$ cat src/rtl/mips_alu_unit.sv
// Multi-cycle MIPS ALU: logic/arithmetic ops finish in one execute cycle,
// shifts step one bit per cycle through a working register.
module mips_alu_unit #(
  parameter int WIDTH = 32
) (
  input  logic             clk,
  input  logic             rst,
  input  logic             start,
  input  logic [2:0]       alu_control,
  input  logic [WIDTH-1:0] a,
  input  logic [WIDTH-1:0] b,
  input  logic [4:0]       shamt,
  output logic [WIDTH-1:0] result,
  output logic             zero,
  output logic             overflow,
  output logic             busy,
  output logic             done
);

  typedef enum logic [1:0] {IDLE, EXEC, SHIFT, DONE} state_t;

  state_t           state;
  logic [2:0]       op_r;
  logic [WIDTH-1:0] a_r;
  logic [WIDTH-1:0] b_r;
  logic [4:0]       shamt_r;
  logic [WIDTH-1:0] work;
  logic [4:0]       count;

  logic [WIDTH-1:0] sum;
  logic [WIDTH-1:0] diff;
  logic [WIDTH-1:0] alu_res;
  logic             alu_ovf;
  logic [WIDTH-1:0] shifted;
  logic             is_shift;

  // SLT uses a true signed compare so it stays correct when a-b overflows
  always_comb begin
    sum      = a_r + b_r;
    diff     = a_r - b_r;
    alu_res  = '0;
    alu_ovf  = 1'b0;
    is_shift = (op_r[2:1] == 2'b11);
    shifted  = op_r[0] ? (work >> 1) : (work << 1);
    case (op_r)
      3'b000: alu_res = a_r & b_r;
      3'b001: alu_res = a_r | b_r;
      3'b010: begin
        alu_res = sum;
        alu_ovf = (a_r[WIDTH-1] == b_r[WIDTH-1]) && (sum[WIDTH-1] != a_r[WIDTH-1]);
      end
      3'b011: begin
        alu_res = diff;
        alu_ovf = (a_r[WIDTH-1] != b_r[WIDTH-1]) && (diff[WIDTH-1] != a_r[WIDTH-1]);
      end
      3'b100: alu_res = ($signed(a_r) < $signed(b_r)) ? {{(WIDTH-1){1'b0}}, 1'b1} : '0;
      3'b101: alu_res = ~(a_r | b_r);
      default: alu_res = '0;
    endcase
  end

  always_ff @(posedge clk or posedge rst) begin
    if (rst) begin
      state    <= IDLE;
      op_r     <= '0;
      a_r      <= '0;
      b_r      <= '0;
      shamt_r  <= '0;
      work     <= '0;
      count    <= '0;
      result   <= '0;
      zero     <= 1'b0;
      overflow <= 1'b0;
      busy     <= 1'b0;
      done     <= 1'b0;
    end else begin
      case (state)
        IDLE: begin
          if (start) begin
            op_r    <= alu_control;
            a_r     <= a;
            b_r     <= b;
            shamt_r <= shamt;
            busy    <= 1'b1;
            state   <= EXEC;
          end
        end
        EXEC: begin
          if (!is_shift) begin
            result   <= alu_res;
            zero     <= (alu_res == '0);
            overflow <= alu_ovf;
            busy     <= 1'b0;
            done     <= 1'b1;
            state    <= DONE;
          end else if (shamt_r == 5'd0) begin
            result   <= b_r;
            zero     <= (b_r == '0);
            overflow <= 1'b0;
            busy     <= 1'b0;
            done     <= 1'b1;
            state    <= DONE;
          end else begin
            work  <= b_r;
            count <= shamt_r;
            state <= SHIFT;
          end
        end
        SHIFT: begin
          work  <= shifted;
          count <= count - 5'd1;
          // Last step: the value shifted this cycle is the final result
          if (count == 5'd1) begin
            result   <= shifted;
            zero     <= (shifted == '0);
            overflow <= 1'b0;
            busy     <= 1'b0;
            done     <= 1'b1;
            state    <= DONE;
          end
        end
        DONE: begin
          done  <= 1'b0;
          state <= IDLE;
        end
        default: state <= IDLE;
      endcase
    end
  end

endmodule

$ cat config.mk
export PLATFORM = sky130hd
export DESIGN_NAME = mips_alu_unit
export DESIGN_NICKNAME = d
export VERILOG_FILES = /design/src/rtl/mips_alu_unit.sv
export SDC_FILE = /design/constraint.sdc
export NUM_CORES = 1
export LEC_CHECK = 0
export ABC_CLOCK_PERIOD_IN_PS = 3810
export BUFFER_PORTS_ARGS = -buffer_cell sky130_fd_sc_hd__buf_2
export CAP_MARGIN = 20
export CORE_AREA = 2 2 188 190
export DETAILED_ROUTE_END_ITERATION = 8
export DIE_AREA = 0 0 190 192
export SYNTH_ARGS = -nofsm -noshare
export SYNTH_HDL_FRONTEND = slang
export SYNTH_SLANG_ARGS = --single-unit
$ cat constraint.sdc
create_clock -name clk -period 3.81 [get_ports clk]
set_clock_uncertainty 0.05 [all_clocks]
set_input_delay 0 -clock clk [delete_from_list [all_inputs] [get_ports clk]]
set_output_delay 0 -clock clk [all_outputs]
set_load 0.1 [all_outputs]
==> out/qor.yml <==
clock_tree:
  clock_sinks: 147
  htreeDepth: 4
  cts-root-buf: "clkbuf_16"
  cts_buffers: 17
  clk_path_buf_depth: 2
  tritoncts: "yes"
  clkTransAtPathRegs_ns: 0.07
  insertion_delay_ns: 0.46
critical_path:
  path_cells: "ha_4 > inv_2 > fa_2 > nand2b_4 > a211o_1 > and2_4 > o31a_1 > o21a_1 > o31ai_4 > buf_4 > a31o_1 > o311a_1 > mux2i_1 > or3_1 > or4_4 > a31oi_4"
  r2r_end: "zero"
  crit_path_max_fanout: 3
  cp_slowest_stage_delay_ns: 0.50
  arrival_ns: 4.45
  rrSetupSlack_ns: -0.32
  r2r_start: "b_r[0]"
  cp-start-kind: "register"
  r2r_cells: 16
  path_class: "reg -> reg"
  cp.required_ns: 4.13
  crit_slowest_cell: "or4_4"
  endpoint_kind: "register"
  crit_start: "b_r[0]"
  critPathCapture: "zero"
die:
  ios: 111
  die_w_um: 190
  die_h_um: 192
  die_area_um2: 36500
  start_util_pct: 36.6
  core_um2: 34300
  std_cell_rows: 68
sta:
  setup_ws_ns: -0.319
  slew_headroom_pct: 42.1
  finalSetupViolCount: 2
  hold_viol: 0
  max_freq_ghz: 0.242
  hold_ws_ns: 0.0502
  worst_pin_slew_ns: 0.868
  tns_ns: -0.487
  rsz0062_at_grt: "true"
  drv_slew: 0
  layout_worst_path_cycle_share_pct: 108
  fin_crit_ns: 4.13
grt:
  grt_util_met2_pct: 44.6
  grt_use_met1_pct: 34.9
  grt_pass1_vias: 12800
  grt_max_degree: 148
  grt_overflow_total: 0
  gr-usage-met3_pct: 3.40
  grtUsageTotal_pct: 26.8
  grt.busiest_layer: "met2"
  grt_pass1_wl_mm: 74.5
  antenna_found_initial: 0
logic_synthesis:
  synth_area_um2: 12500
  async_reset_ff_share_pct: 100
  ys.flop_type: "dfrtp_1"
  ys_seq_elements: 147
  synth_seq_area_share_pct: 29.3
  synth.top_cells.by_area: "dfrtp_1 (29%), ha_1 (11%), mux2_2 (6.6%)"
  synth_top_area_share_pct: 29.3
  yosysTopAreaCell: "dfrtp_1"
  synth_edf_count: 0
  synth_top_cells_by_count: "o21ai_0 (162), dfrtp_1 (147), nand2_1 (147)"
  avgSynthCellArea_um2: 8.23
  yosys_warnings: 0
  syn-num-nets: 1716
  synthDistinctLibCells: 78
  yosysMostFrequentCell: "o21ai_0"
  postSynthCellCount: 1524
hold_path:
  hold_class: "in -> reg"
flow_run:
  max_cap_violations: 0
layout:
  syn2layout_area_growth_pct: 33.7
  drive_above_1_share_pct: 27.3
  stdcell_area_um2: 16800
  fin_nets: 2073
  n_fill_cell: 3305
  final_cells: 2349
  n_antenna_cell: 0
outcome:
  violations: "negative setup slack"
  outcome: "complete, but fails checks"
route:
  initialDrtViolationCount: 1080
  routed_wl_mm: 48.6
  ant_nets: 0
  post_drt_wl_per_cell_um: 20.7
  viasPerCell: 5.50
  first_pass_iters: 5
  route.vias.total: 12900
  drc: 0
placed_design:
  portBuffers: 110
  place_area_um2: 15200
  dp_cells: 2234
  dp_hpwl_mm: 37.8
  finalWeightedCongestion: 0.984
[layout by cell type (no fill, tap or decap), drive strengths merged, types with 13 or more instances in the layout]
cell type	synthesis	layout
nor4	17	17
nor2b	16	16
nand2	147	147
nand2b	18	18
xnor2	28	28
nor2	116	116
ha	115	115
dlygate4sd3	0	73
o211ai	15	15
inv	122	124
a22oi	20	20
a21oi	109	109
clkbuf	69	20
dfrtp	147	147
a31oi	13	13
mux2i	59	59
mux2	74	74
a211oi	17	17
nor3	28	28
nand4	13	13
buf	27	361
nand3	14	14
o21ai	164	164
[how the worst min path moves through the flow]
stage          startpoint         end  depth (start not counted)
3_3_place_gp     shamt[4]  shamt_r[4]                          2
5_1_grt             start    state[1]                          4
6_report            start    state[1]                          4
3_5_place_dp     shamt[4]  shamt_r[4]                          2
2_1_floorplan       a[31]     a_r[31]                          1
4_1_cts             start    state[1]                          4
[through the flow]
step	worst slack (ns)	utilization (%)
6_report	-0.319	48.9
4_1_cts	-0.247	48.4
5_1_grt	-0.477	48.9
3_3_place_gp	-0.283	44.2
2_1_floorplan	-0.00191	-
3_5_place_dp	-0.363	44.2
[registers in the layout (all words and copies together), names as in the netlist, 2 cells and up]
| signal | cells |
|---|---|
| count | 5 |
| result | 32 |
| a_r | 32 |
| state | 2 |
| op_r | 3 |
| shamt_r | 5 |
| b_r | 32 |
| work | 32 |
[worst max-delay path, delay by kind of cell, from the launching register on]
family,cells,cell delay (ns)
buffers and inverters,2,0.21
AO/OA/AOI/OAI,7,1.60
adder cells (fa/ha/maj),2,0.53
flip-flops,1,0.42
AND/OR/NAND/NOR,4,1.17
multiplexers,1,0.10
[per-layer routing]
layer  vias to the layer above  part of all wire [%]  wire length (um)
met2                       498                    47             22800
met4                         0                   4.7              2270
met1                      6198                    43             21100
li1                       6121                     -                 -
met3                       104                   4.9              2390
met5                         -                     0                 0
[area by class of cell]
type                    count  area [um2]  area share (%)
multi-input cells        1157        8240            49.1
flip-flops and latches    147        3680            22.0
repair buffers            434        3220            19.2
well taps                 455         569            3.39
inverters                 124         469            2.80
clock buffers              20         447            2.66
clock inverters            12         148           0.880
[cells by family after synthesis]
family                   synth area share [%]
AO/OA/AOI/OAI                            22.5
XOR/XNOR                                 2.23
adder cells (fa/ha/maj)                  11.8
buffers and inverters                    6.76
flip-flops                               29.3
multiplexers                             11.3
AND/OR/NAND/NOR                          16.1
[repair_timing]
action / in CTS / in global routing
gates resized for setup: 19 / 27
hold endpoints to repair: 219 / 0
hold buffers: 73 / 0
buffers inserted: 4 / 7
endpoints found under the setup margin: 4 / 11
pin swaps: 10 / 12
Power is not shown: default switching activity piles up to over one toggle a cycle in this logic, so the estimate is an artifact.
